## src/rtl/instr_fetch_ctrl_pkg.sv

```systemverilog
// Shared types for the instruction fetch controller: queue entry layout,
// fetch FSM states and fixed instruction geometry.
package instr_fetch_ctrl_pkg;

  localparam int unsigned XLEN        = 32;
  localparam int unsigned INSTR_BYTES = 4;

  typedef enum logic [1:0] {
    RUN,
    FAULT_PEND,
    HALT
  } fetch_state_e;

  typedef struct packed {
    logic [XLEN-1:0] instr;
    logic [XLEN-1:0] pc;
    logic            fault;
  } fetch_entry_t;

endpackage

```

## src/rtl/instr_fetch_ctrl_if.sv

```systemverilog
// Bundle of the redirect, ROM request/response and decode handshake signals.
// Suffixes are relative to the fetch controller (master side).
interface instr_fetch_ctrl_if;
  import instr_fetch_ctrl_pkg::*;

  logic            redirect_i;
  logic [XLEN-1:0] redirect_pc_i;
  logic            mem_req_o;
  logic [XLEN-1:0] mem_addr_o;
  logic            mem_gnt_i;
  logic            mem_rvalid_i;
  logic [XLEN-1:0] mem_rdata_i;
  logic            instr_valid_o;
  logic [XLEN-1:0] instr_o;
  logic [XLEN-1:0] instr_pc_o;
  logic            instr_fault_o;
  logic            instr_ready_i;

  modport master (
    input  redirect_i, redirect_pc_i, mem_gnt_i, mem_rvalid_i, mem_rdata_i, instr_ready_i,
    output mem_req_o, mem_addr_o, instr_valid_o, instr_o, instr_pc_o, instr_fault_o
  );

  modport slave (
    output redirect_i, redirect_pc_i, mem_gnt_i, mem_rvalid_i, mem_rdata_i, instr_ready_i,
    input  mem_req_o, mem_addr_o, instr_valid_o, instr_o, instr_pc_o, instr_fault_o
  );

endinterface

```

## src/rtl/instr_fetch_ctrl_sync_fifo.sv

```systemverilog
// Synchronous FIFO of arbitrary element type with a flush that empties it in one cycle.
// Push into a full FIFO is only honoured together with a pop; pop from empty is ignored.
module instr_fetch_ctrl_sync_fifo #(
  parameter type         T     = logic [31:0],
  parameter int unsigned DEPTH = 4,
  localparam int unsigned PTR_W = (DEPTH > 1) ? $clog2(DEPTH) : 1,
  localparam int unsigned CNT_W = $clog2(DEPTH + 1)
) (
  input  logic             clk_i,
  input  logic             rst_ni,
  input  logic             flush_i,
  input  logic             push_i,
  input  T                 data_i,
  input  logic             pop_i,
  output T                 data_o,
  output logic [CNT_W-1:0] count_o
);

  T                 mem_q [DEPTH];
  logic [PTR_W-1:0] wrPtr_q, rdPtr_q;
  logic [CNT_W-1:0] count_q;
  logic             doPush, doPop;

  function automatic logic [PTR_W-1:0] nextPtr(input logic [PTR_W-1:0] p);
    return (p == PTR_W'(DEPTH - 1)) ? '0 : p + PTR_W'(1);
  endfunction

  assign doPop   = pop_i && (count_q != '0);
  assign doPush  = push_i && ((count_q != CNT_W'(DEPTH)) || doPop);
  assign data_o  = mem_q[rdPtr_q];
  assign count_o = count_q;

  always_ff @(posedge clk_i or negedge rst_ni) begin
    if (!rst_ni) begin
      wrPtr_q <= '0;
      rdPtr_q <= '0;
      count_q <= '0;
    end else if (flush_i) begin
      wrPtr_q <= '0;
      rdPtr_q <= '0;
      count_q <= '0;
    end else begin
      if (doPush) wrPtr_q <= nextPtr(wrPtr_q);
      if (doPop)  rdPtr_q <= nextPtr(rdPtr_q);
      if (doPush && !doPop)      count_q <= count_q + CNT_W'(1);
      else if (!doPush && doPop) count_q <= count_q - CNT_W'(1);
    end
  end

  // Storage needs no reset: entries are only observed while the count says they are valid.
  always_ff @(posedge clk_i) begin
    if (doPush && !flush_i) mem_q[wrPtr_q] <= data_i;
  end

endmodule

```

## src/rtl/instr_fetch_ctrl.sv

```systemverilog
// Fetch sequencer: issues word reads from the boot ROM, queues responses for decode,
// drops responses made stale by a redirect and turns out-of-window fetches into fault entries.
module instr_fetch_ctrl
  import instr_fetch_ctrl_pkg::*;
#(
  parameter int unsigned           DATA_WIDTH      = XLEN,
  parameter logic [DATA_WIDTH-1:0] RESET_PC        = 32'hBFC0_0000,
  parameter logic [DATA_WIDTH-1:0] ROM_FIRST       = 32'hBFC0_0000,
  parameter logic [DATA_WIDTH-1:0] ROM_LAST        = 32'hBFC0_0FFF,
  parameter int unsigned           FIFO_DEPTH      = 4,
  parameter int unsigned           MAX_OUTSTANDING = 2
) (
  input  logic               clk_i,
  input  logic               rst_ni,
  instr_fetch_ctrl_if.master bus
);

  localparam int unsigned OUT_W = $clog2(MAX_OUTSTANDING + 1);
  localparam int unsigned CNT_W = $clog2(FIFO_DEPTH + 1);

  fetch_state_e          state_q, state_d;
  logic [DATA_WIDTH-1:0] fetchPc_q, fetchPc_d;
  logic [OUT_W-1:0]      drop_q, drop_d;

  logic [OUT_W-1:0]      tagCount;
  logic [DATA_WIDTH-1:0] tagPc;
  logic [CNT_W-1:0]      pfCount;
  fetch_entry_t          pfHead, pfPushData;

  logic inRange, slotFree, underMax, pfNotFull;
  logic memReq, issue, respPush, faultPush, pfPush, pfPop, headValid;

  assign inRange   = (fetchPc_q >= ROM_FIRST) &&
                     (fetchPc_q <= ROM_LAST - DATA_WIDTH'(INSTR_BYTES - 1));
  // Requests reserve a queue slot up front, so a response can never find the queue full.
  assign slotFree  = (32'(pfCount) + 32'(tagCount)) < 32'(FIFO_DEPTH);
  assign underMax  = 32'(tagCount) < MAX_OUTSTANDING;
  assign pfNotFull = 32'(pfCount) < FIFO_DEPTH;

  assign memReq    = rst_ni && (state_q == RUN) && inRange && slotFree && underMax &&
                     !bus.redirect_i;
  assign issue     = memReq && bus.mem_gnt_i;
  assign respPush  = bus.mem_rvalid_i && !bus.redirect_i && (drop_q == '0);
  assign faultPush = (state_q == FAULT_PEND) && (tagCount == '0) && pfNotFull &&
                     !bus.redirect_i;
  assign pfPush    = respPush || faultPush;
  assign headValid = (pfCount != '0);
  assign pfPop     = headValid && bus.instr_ready_i && !bus.redirect_i;

  always_comb begin
    pfPushData = '0;
    if (faultPush) begin
      pfPushData.pc    = fetchPc_q;
      pfPushData.fault = 1'b1;
    end else begin
      pfPushData.instr = bus.mem_rdata_i;
      pfPushData.pc    = tagPc;
    end
  end

  // The tag queue doubles as the outstanding-request counter; it is never flushed
  // so that dropped responses still retire their tags in order.
  instr_fetch_ctrl_sync_fifo #(
    .T     (logic [DATA_WIDTH-1:0]),
    .DEPTH (MAX_OUTSTANDING)
  ) tagQueue (
    .clk_i   (clk_i),
    .rst_ni  (rst_ni),
    .flush_i (1'b0),
    .push_i  (issue),
    .data_i  (fetchPc_q),
    .pop_i   (bus.mem_rvalid_i),
    .data_o  (tagPc),
    .count_o (tagCount)
  );

  instr_fetch_ctrl_sync_fifo #(
    .T     (fetch_entry_t),
    .DEPTH (FIFO_DEPTH)
  ) prefetchQueue (
    .clk_i   (clk_i),
    .rst_ni  (rst_ni),
    .flush_i (bus.redirect_i),
    .push_i  (pfPush),
    .data_i  (pfPushData),
    .pop_i   (pfPop),
    .data_o  (pfHead),
    .count_o (pfCount)
  );

  always_comb begin
    state_d   = state_q;
    fetchPc_d = fetchPc_q;
    drop_d    = drop_q;
    if (issue) fetchPc_d = fetchPc_q + DATA_WIDTH'(INSTR_BYTES);
    if (bus.mem_rvalid_i && (drop_q != '0)) drop_d = drop_q - OUT_W'(1);
    case (state_q)
      RUN:        if (!inRange) state_d = FAULT_PEND;
      FAULT_PEND: if (faultPush) state_d = HALT;
      default:    state_d = state_q;
    endcase
    // Redirect wins: everything still in flight after this cycle becomes stale.
    if (bus.redirect_i) begin
      state_d   = RUN;
      fetchPc_d = bus.redirect_pc_i & ~DATA_WIDTH'(3);
      drop_d    = tagCount - OUT_W'(bus.mem_rvalid_i);
    end
  end

  always_ff @(posedge clk_i or negedge rst_ni) begin
    if (!rst_ni) begin
      state_q   <= RUN;
      fetchPc_q <= RESET_PC;
      drop_q    <= '0;
    end else begin
      state_q   <= state_d;
      fetchPc_q <= fetchPc_d;
      drop_q    <= drop_d;
    end
  end

  assign bus.mem_req_o     = memReq;
  assign bus.mem_addr_o    = memReq ? fetchPc_q : '0;
  assign bus.instr_valid_o = headValid;
  assign bus.instr_o       = headValid ? pfHead.instr : '0;
  assign bus.instr_pc_o    = headValid ? pfHead.pc : '0;
  assign bus.instr_fault_o = headValid && pfHead.fault;

  rvalidNeedsOutstanding : assert property (
    @(posedge clk_i) disable iff (!rst_ni) bus.mem_rvalid_i |-> (tagCount != '0)
  );

endmodule

```

## src/flat_wrapper.sv

```systemverilog
// flat-port wrapper written by rule: the top's interface ports become plain ports
module instr_fetch_ctrl_flat import instr_fetch_ctrl_pkg::*;
#(
  parameter int unsigned           DATA_WIDTH      = XLEN,
  parameter logic [DATA_WIDTH-1:0] RESET_PC        = 32'hBFC0_0000,
  parameter logic [DATA_WIDTH-1:0] ROM_FIRST       = 32'hBFC0_0000,
  parameter logic [DATA_WIDTH-1:0] ROM_LAST        = 32'hBFC0_0FFF,
  parameter int unsigned           FIFO_DEPTH      = 4,
  parameter int unsigned           MAX_OUTSTANDING = 2
)
  (clk_i, rst_ni, bus_redirect_i, bus_redirect_pc_i, bus_mem_gnt_i, bus_mem_rvalid_i, bus_mem_rdata_i, bus_instr_ready_i, bus_mem_req_o, bus_mem_addr_o, bus_instr_valid_o, bus_instr_o, bus_instr_pc_o, bus_instr_fault_o);
  instr_fetch_ctrl_if bus_i ();
  input  logic clk_i;
  input  logic rst_ni;
  input wire logic [$bits(bus_i.redirect_i)-1:0] bus_redirect_i;
  input wire logic [$bits(bus_i.redirect_pc_i)-1:0] bus_redirect_pc_i;
  input wire logic [$bits(bus_i.mem_gnt_i)-1:0] bus_mem_gnt_i;
  input wire logic [$bits(bus_i.mem_rvalid_i)-1:0] bus_mem_rvalid_i;
  input wire logic [$bits(bus_i.mem_rdata_i)-1:0] bus_mem_rdata_i;
  input wire logic [$bits(bus_i.instr_ready_i)-1:0] bus_instr_ready_i;
  output wire logic [$bits(bus_i.mem_req_o)-1:0] bus_mem_req_o;
  output wire logic [$bits(bus_i.mem_addr_o)-1:0] bus_mem_addr_o;
  output wire logic [$bits(bus_i.instr_valid_o)-1:0] bus_instr_valid_o;
  output wire logic [$bits(bus_i.instr_o)-1:0] bus_instr_o;
  output wire logic [$bits(bus_i.instr_pc_o)-1:0] bus_instr_pc_o;
  output wire logic [$bits(bus_i.instr_fault_o)-1:0] bus_instr_fault_o;
  assign bus_i.redirect_i = bus_redirect_i;
  assign bus_i.redirect_pc_i = bus_redirect_pc_i;
  assign bus_i.mem_gnt_i = bus_mem_gnt_i;
  assign bus_i.mem_rvalid_i = bus_mem_rvalid_i;
  assign bus_i.mem_rdata_i = bus_mem_rdata_i;
  assign bus_i.instr_ready_i = bus_instr_ready_i;
  assign bus_mem_req_o = bus_i.mem_req_o;
  assign bus_mem_addr_o = bus_i.mem_addr_o;
  assign bus_instr_valid_o = bus_i.instr_valid_o;
  assign bus_instr_o = bus_i.instr_o;
  assign bus_instr_pc_o = bus_i.instr_pc_o;
  assign bus_instr_fault_o = bus_i.instr_fault_o;
  instr_fetch_ctrl #(.DATA_WIDTH(DATA_WIDTH), .RESET_PC(RESET_PC), .ROM_FIRST(ROM_FIRST), .ROM_LAST(ROM_LAST), .FIFO_DEPTH(FIFO_DEPTH), .MAX_OUTSTANDING(MAX_OUTSTANDING)) u_core (.clk_i(clk_i), .rst_ni(rst_ni), .bus(bus_i));
endmodule
```

## config.mk

```make
export PLATFORM = sky130hd
export DESIGN_NAME = instr_fetch_ctrl_flat
export DESIGN_NICKNAME = d
export VERILOG_FILES = /design/src/rtl/instr_fetch_ctrl_pkg.sv /design/src/rtl/instr_fetch_ctrl_if.sv /design/src/rtl/instr_fetch_ctrl_sync_fifo.sv /design/src/rtl/instr_fetch_ctrl.sv /design/src/flat_wrapper.sv
export SDC_FILE = /design/constraint.sdc
export NUM_CORES = 1
export LEC_CHECK = 0
export CAP_MARGIN = 10
export CORE_MARGIN = 3
export CORE_UTILIZATION = 55
export CTS_CLUSTER_DIAMETER = 60
export CTS_CLUSTER_SIZE = 28
export DETAILED_ROUTE_END_ITERATION = 16
export PLACE_DENSITY = 0.78
export SYNTH_ARGS = -nofsm -noshare
export SYNTH_HDL_FRONTEND = slang
export SYNTH_SLANG_ARGS = --single-unit
```

## constraint.sdc

```tcl
create_clock -name clk_i -period 7.3 [get_ports clk_i]
set_input_delay 0.73 -clock clk_i [delete_from_list [all_inputs] [get_ports clk_i]]
set_output_delay 0.73 -clock clk_i [all_outputs]
set_load 0.02 [all_outputs]
```

## After elaboration in Yosys (flattened, before gate mapping)

Memories as Yosys holds them, arrays and structs flattened.
Cells that the tools add are included.

- $add $sub $neg: 12
- Order comparisons: 5
- Equal/unequal tests: 7
- Mux-type cells: 31
- Reduce and logical (&&, ||, !) cells: 47

Operators with widths:

| operator | count |
|---|---|
| $mux 32 | 7 |
| $add 32x3->32 const B | 1 |
| $ge 32x32->1 const B | 1 |
| $le 32x32->1 const B | 1 |
| $lt 32x3->1 const B | 1 |
| $mux 2 | 13 |
| $logic_and 1x1->1 | 25 |
| $reduce_bool 2->1 | 7 |
| $mux 3 | 3 |
| $reduce_bool 3->1 | 3 |
| $mux 1 | 7 |
| $add 2x1->2 const B | 3 |
| $logic_not 2->1 | 3 |
| $ne 3x3->1 const B | 2 |
| $logic_not 1->1 | 5 |
| $add 3x2->4 | 1 |
| $eq 2x2->1 const B | 2 |
| $pmux 2 s2 | 1 |
| $sub 2x1->2 const B | 2 |
| $add 3x1->3 const B | 1 |
| $logic_or 1x1->1 | 3 |
| $lt 3x3->1 const B | 1 |
| $ne 3x2->1 const B | 1 |
| $reduce_and 3->1 | 1 |
| 6 further kinds | 7 |

- Register bits after elaboration: 47
- Bits in writable memories: 324
- Bits of input ports: 70
- Logic and storage cells: 113
- Memories kept: 2

Memory list:

| name | depth | bits a word | read ports | clocked after Yosys merged registers in | write ports | RTL line | RTL |
|---|---|---|---|---|---|---|---|
| u_core.prefetchQueue.mem_q | 4 | 65 | 1 | 0 | 1 | instr_fetch_ctrl_sync_fifo.sv:19 | `T mem_q [DEPTH];` |
| u_core.tagQueue.mem_q | 2 | 32 | 1 | 0 | 1 | instr_fetch_ctrl_sync_fifo.sv:19 |  |

## Longest topological paths before layout

- Depth in word-level cells: 12
- Gate-level depth with buffers: 9
- Depth with buffers taken out: 9

## Hierarchy

From an unflattened synthesis, not the netlist that was laid out.

- Cell total of the unflattened synthesis: 908
- Area total of the unflattened synthesis: 15,436.1 um^2

Modules (own cells, without submodules):

| module | times used | cells each | area an instance (um^2) | sequential area each (um^2) |
|---|---|---|---|---|
| instr_fetch_ctrl_sync_fifo at u_core.prefetchQueue | 1 | 389 | 9,860.7 | 7,982.7 |
| instr_fetch_ctrl | 1 | 397 | 3,042.9 | 862.1 |
| instr_fetch_ctrl_sync_fifo at u_core.tagQueue | 1 | 122 | 2,532.4 | 2,021.9 |

## Worst setup path before layout

OpenSTA, ideal clock, no wires.

- Path kind: input-to-reg
- From: input bus_redirect_i
- To: memory u_core.prefetchQueue.mem_q[0][0] in the netlist's numbering (enable)
- Arrival time: 3,052 ps
- Data required time: 6,872 ps
- Slack: 3,821 ps
- Stages on the path: 5
- Buffers on the path: 1
- Path through: clkbuf_1 > inv_1 > nand2_1 > a32oi_1 > and2_1

- Longest elaborated chain between the ends: 8

Ends and longest elaborated chain:

| element | RTL line | RTL |
|---|---|---|
| from (decl) | flat_wrapper.sv:15 | `input wire logic [$bits(bus_i.redirect_i)-1:0] bus_redirect_i;` |
| $logic_not 1->1 * | -- |  |
| $logic_and 1x1->1 (on tied branches) | instr_fetch_ctrl.sv:43, instr_fetch_ctrl.sv:48 |  |
| $logic_and 1x1->1 (on tied branches) | instr_fetch_ctrl.sv:43, instr_fetch_ctrl_sync_fifo.sv:28 |  |
| $logic_or 1x1->1 (on tied branches) | instr_fetch_ctrl.sv:46, instr_fetch_ctrl_sync_fifo.sv:29 |  |
| $logic_and 1x1->1 | instr_fetch_ctrl_sync_fifo.sv:29 | `assign doPush = push_i && ((count_q != CNT_W'(DEPTH)) \|\| doPop);` |
| $logic_and 1x1->1 * | instr_fetch_ctrl_sync_fifo.sv:52 | `if (doPush && !flush_i) mem_q[wrPtr_q] <= data_i;` |
| $mux 1 * | instr_fetch_ctrl_sync_fifo.sv:52 |  |
| $mux 1 (not written as such) * | instr_fetch_ctrl_sync_fifo.sv:52 |  |
| to (decl) | instr_fetch_ctrl_sync_fifo.sv:19 |  |

Every way passes the cells marked *; elsewhere a longest branch is shown, timed or not.

## Worst setup path after layout

- From: input rst_ni
- To: output bus_mem_addr_o[9]

- Longest elaborated chain between the ends: 6

Ends and longest elaborated chain:

| element | RTL line | RTL |
|---|---|---|
| from (decl) | flat_wrapper.sv:14 | `input logic rst_ni;` |
| $logic_and 1x1->1 (5 in series) | instr_fetch_ctrl.sv:40 | `assign memReq = rst_ni && (state_q == RUN) && inRange && slotFree && underMax &&` |
| $mux 32 | instr_fetch_ctrl.sv:123 | `assign bus.mem_addr_o = memReq ? fetchPc_q : '0;` |
| to (decl) | flat_wrapper.sv:22 | `output wire logic [$bits(bus_i.mem_addr_o)-1:0] bus_mem_addr_o;` |

Every way passes these cells.

==> tab_implementation.tex <==
\begin{tabular}{lr}
\hline
Metric & Value \\
\hline
\multicolumn{2}{l}{\textbf{Status}} \\
\quad Run status & completed \\
\multicolumn{2}{l}{\textbf{Timing}} \\
\quad Timing-limited maximum frequency & 214 MHz \\
\quad Setup skew after layout & 0.0311 ns \\
\quad Post-route setup TNS & 0 ns \\
\quad Hold WS & 0.256 ns \\
\quad Fin crit share & 0.640 \\
\quad Setup repair after global routing missed its margin & false \\
\quad Worst slew pin tran & 1.02 ns \\
\quad Fin. Hold Viols & 0 \\
\quad Clock period minus worst slack & about 4.7 ns \\
\quad Slew Limit Headroom & 0.322 \\
\quad Count of endpoints failing setup in the final report & 0 \\
\quad Count of final max-slew check failures & 0 \\
\multicolumn{2}{l}{\textbf{Layout}} \\
\quad Most common cell after layout, fill and taps aside & sky130\_fd\_sc\_hd\_\_edfxtp\_1 \\
\quad Area Overhead vs Synth & 17.4\% \\
\quad Layout cell share with drive strength beyond 1 & 0.160 \\
\quad Antenna diode instance count & 0 \\
\quad Final cell area excluding filler cells & 17,600 sq um \\
\quad Commonest cells after routing, fill and taps aside & sky130\_fd\_sc\_hd\_\_edfxtp\_1, sky130\_fd\_sc\_hd\_\_clkdlybuf4s50\_1, sky130\_fd\_sc\_hd\_\_and2\_1 \\
\quad Multi-input gate area & 4160 sq um \\
\quad Final standard cell count with taps included and fillers excluded & between 1,000 and 1,500 \\
\quad Net count reported at finish & 1,105 \\
\quad Fillers & 1,818 \\
\quad Finished Core Util & 0.666 \\
\quad Area taken by flip-flops and latches & approximately 11,000 sq um \\
\multicolumn{2}{l}{\textbf{Worst setup path}} \\
\quad Endpoint arrival time on the critical path & 3.94 ns \\
\quad Worst EP required & 6.57 ns \\
\quad R2r endpoint & u\_core.tagQueue.mem\_q[0][30] \\
\quad Kind of end point of the critical path & primary output \\
\quad R2R depth & 5 \\
\quad Worst R2R Setup Slack & 3.72 ns \\
\quad Kind of start point of the critical path & input pin \\
\quad Startpoint-to-endpoint class of the critical path & input pin to primary output \\
\quad Worst setup startpoint & rst\_ni \\
\quad Reg2reg start & u\_core.fetchPc\_q[19] \\
\quad Critical Path Fanout Max & 46 \\
\multicolumn{2}{l}{\textbf{Floorplan}} \\
\quad Number of core rows & about 60 \\
\quad Total core area & 26,400 sq um \\
\quad Die Area & 29,300 sq um \\
\quad Height of the die & around 170 um \\
\quad Die width & 171 um \\
\quad I/O Pins & around 170 \\
\quad Initial core utilization & 0.567 \\
\multicolumn{2}{l}{\textbf{Global route}} \\
\quad Overflow after GRT & 0 \\
\quad Total Routing Usage GR & 0.197 \\
\quad First-pass GRT wire length & roughly 45,000 um \\
\quad Antenna violations before repair & 0 \\
\quad Pin count of the biggest net entering global routing & 64 \\
\quad Vias in the first global route & 8,207 \\
\multicolumn{2}{l}{\textbf{Place}} \\
\quad Post-detailed-placement half-perimeter wirelength & approximately 17,000 um \\
\quad Post-place instance area & around 17,000 sq um \\
\quad Placer's final routability congestion estimate & 0.787 \\
\quad Number of cells in the design after placement & 1,332 \\
\quad Count of input and output buffers & 151 \\
\multicolumn{2}{l}{\textbf{Drt}} \\
\quad DR pass1 iterations & 5 \\
\quad Aggregate routed wire length & between 20,000 and 30,000 um \\
\quad Routed wirelength normalized by instance count & 20.8 um \\
\quad Post-detailed-route via-to-cell ratio & 5.80 \\
\quad Detail Route Antenna Nets & 0 \\
\quad Remaining routing DRC violations & 0 \\
\quad Vias post-DR & approximately 8,000 \\
\quad Number of design-rule violations left by the first detailed-router iteration & 669 \\
\multicolumn{2}{l}{\textbf{Synth}} \\
\quad Average instance area after synthesis & 16.9 sq um \\
\quad Share of synthesized area occupied by flip-flops and latches & 0.701 \\
\quad Yosys reg bits & 357 \\
\quad Async set-reset flop share out of synthesis & 0.126 \\
\quad Library cells used by synthesis & 62 \\
\quad Number of instances in the synthesized netlist & 889 \\
\quad Synth warnings & 0 \\
\quad Most frequently used flop master after synthesis & sky130\_fd\_sc\_hd\_\_edfxtp\_1 \\
\quad Post-synth EDFFs & around 310 \\
\quad Total standard cell area after synthesis & 15,000 sq um \\
\multicolumn{2}{l}{\textbf{CTS}} \\
\quad TritonCTS clock tree & yes \\
\quad Setup fix buffers added after clock tree synthesis & 0 \\
\quad Number of sinks on the clock net & 357 \\
\quad Clock insertion delay at the later pin of the skew report & 0.55 ns \\
\quad Hold buffers post-CTS & 0 \\
\quad Clk buf depth & 3 \\
\quad Max H-tree Level & 1 \\
\quad Clk root buf & sky130\_fd\_sc\_hd\_\_clkbuf\_16 \\
\quad Clock-pin transition on the worst setup and hold timing paths & 0.10 ns \\
\quad Number of buffers added by the clock tree synthesis step & 24 \\
\quad Number of instances resized during post-cts repair & 0 \\
\multicolumn{2}{l}{\textbf{Power}} \\
\quad Combinational fraction of design power & 0.319 \\
\quad Switching power of the nets & 1.97 mW \\
\quad Power density of the placed cells & between 300 and 400 nW/um\^{}2 \\
\quad Switching share of power & 0.322 \\
\quad IR drop worst, VDD & 0.238 mV \\
\quad Internal power & 4.15 mW \\
\quad Share of total power in sequential cells & 0.443 \\
\quad Fraction of power consumed by the clock network & 0.238 \\
\quad Leakage power of the design & 5.83 nW \\
\multicolumn{2}{l}{\textbf{Worst hold path}} \\
\quad Hold/Removal Path Class & input pin to asynchronous set/reset pin \\
\multicolumn{2}{l}{\textbf{Flow run}} \\
\quad Max-cap violations & 0 \\
\hline
\end{tabular}
==> layer usage <==
metal | part of all wire | global-route usage | vias to the layer above
met2 | 0.49 | 0.330 | 233
met3 | 0.060 | 0.0342 | 35
li1 | - | - | 3675
met4 | 0.015 | 0.0399 | 0
met5 | 0 | 0 | -
met1 | 0.43 | 0.278 | 4039
==> synthesized netlist by cell type (2+ instances only) <==
master,instances,area (sq um)
sky130_fd_sc_hd__edfxtp_1,312,9370
sky130_fd_sc_hd__and2_1,106,663
sky130_fd_sc_hd__mux4_2,63,1420
sky130_fd_sc_hd__nand2_1,47,176
sky130_fd_sc_hd__clkbuf_1,36,135
sky130_fd_sc_hd__dfrtp_1,36,901
sky130_fd_sc_hd__o21ai_0,35,175
sky130_fd_sc_hd__mux2i_1,32,320
sky130_fd_sc_hd__mux2_2,21,236
sky130_fd_sc_hd__buf_4,16,120
sky130_fd_sc_hd__nor2_1,15,56.3
sky130_fd_sc_hd__inv_1,14,52.6
sky130_fd_sc_hd__ha_1,11,138
sky130_fd_sc_hd__nor3_1,11,55.1
sky130_fd_sc_hd__dfstp_2,9,236
sky130_fd_sc_hd__nand4_1,9,56.3
sky130_fd_sc_hd__or4_1,9,67.6
sky130_fd_sc_hd__buf_2,8,40.0
sky130_fd_sc_hd__o31ai_1,8,60.1
sky130_fd_sc_hd__a31oi_1,7,43.8
sky130_fd_sc_hd__nor4_1,7,43.8
sky130_fd_sc_hd__buf_1,6,22.5
sky130_fd_sc_hd__and3_1,5,31.3
sky130_fd_sc_hd__xnor2_1,5,43.8
sky130_fd_sc_hd__a21oi_1,4,20.0
sky130_fd_sc_hd__xor2_1,4,35.0
sky130_fd_sc_hd__nand2b_1,3,18.8
sky130_fd_sc_hd__nor2b_1,3,18.8
sky130_fd_sc_hd__nor4_2,3,37.5
sky130_fd_sc_hd__o22a_1,3,26.3
sky130_fd_sc_hd__o31a_1,3,26.3
sky130_fd_sc_hd__a21boi_0,2,15.0
sky130_fd_sc_hd__nand3_1,2,10.0
sky130_fd_sc_hd__nand3b_1,2,15.0
sky130_fd_sc_hd__nor4b_1,2,17.5
sky130_fd_sc_hd__o21ai_1,2,10.0
sky130_fd_sc_hd__or2_2,2,12.5
sky130_fd_sc_hd__or3_1,2,12.5
==> layout make-up <==
| type | instances | share of cell area |
|---|---|---|
| clock inverter | 19 | 0.0137 |
| clock buffer | 25 | 0.0356 |
| inverter | 15 | 0.00320 |
| timing repair buffer | 161 | 0.0896 |
| sequential | 357 | 0.597 |
| multi-input combinational | 464 | 0.237 |
| tap | 335 | 0.0238 |
==> registers in the layout, indices dropped and copies added, names as in the netlist <==
| register | flops |
|---|---|
| u_core.fetchPc_q | 30 |
| u_core.prefetchQueue.wrPtr_q | 2 |
| u_core.tagQueue.mem_q | 60 |
| u_core.state_q | 2 |
| u_core.prefetchQueue.mem_q | 252 |
| u_core.prefetchQueue.rdPtr_q | 2 |
| u_core.drop_q | 2 |
| u_core.tagQueue.wrPtr_q | 1 |
| u_core.tagQueue.rdPtr_q | 1 |
| u_core.prefetchQueue.count_o | 3 |
| u_core.tagQueue.count_o | 2 |
==> through the flow <==
step	worst slack (ns)	power, mW
floorplan	3.82	3.94
detailed placement	2.57	4.74
global route	2.22	6.42
finish	2.63	6.11
CTS	2.57	6.18
global placement	2.69	4.69
==> critical path: stages <==
cell and delay, ns:
sky130_fd_sc_hd__buf_2 0.07, sky130_fd_sc_hd__buf_4 0.48, sky130_fd_sc_hd__nor4b_4 0.35, sky130_fd_sc_hd__nand4_2 0.67, sky130_fd_sc_hd__nor3_1 0.79, sky130_fd_sc_hd__and2_1 0.21, sky130_fd_sc_hd__clkdlybuf4s50_1 0.60
==> cells by family after synthesis <==
logic type               after synthesis  synth area share
adder cells (fa/ha/maj)               12            0.0105
buffers and inverters                 82            0.0253
flip-flops                           357             0.701
AND/OR/NAND/NOR                      235            0.0928
XOR/XNOR                               9           0.00526
AO/OA/AOI/OAI                         77            0.0327
other                                  1          0.000250
multiplexers                         116             0.132
==> worst max-delay path by stage <==
stage                                                  end  slack (ns)  cells past startpoint
after CTS                               bus_mem_addr_o[10]        2.57                      7
after floorplan           u_core.prefetchQueue.mem_q[0][0]        3.82                      5
final                                    bus_mem_addr_o[9]        2.63                      7
after detailed placement                bus_mem_addr_o[10]        2.57                      7
after global placement                  bus_mem_addr_o[11]        2.69                      7
after global routing                     bus_mem_addr_o[9]        2.22                      7
==> power by group through the flow <==
stage | Clock (mW) | Sequential [mW] | Combinational [mW]
finish | 1.45 | 2.71 | 1.95
global route | 1.56 | 2.74 | 2.12
CTS | 1.48 | 2.71 | 1.99
detailed placement | 0 | 2.76 | 1.98
global placement | 0 | 2.74 | 1.94
floorplan | 0 | 2.62 | 1.32
(Power assumes the default switching activity.)
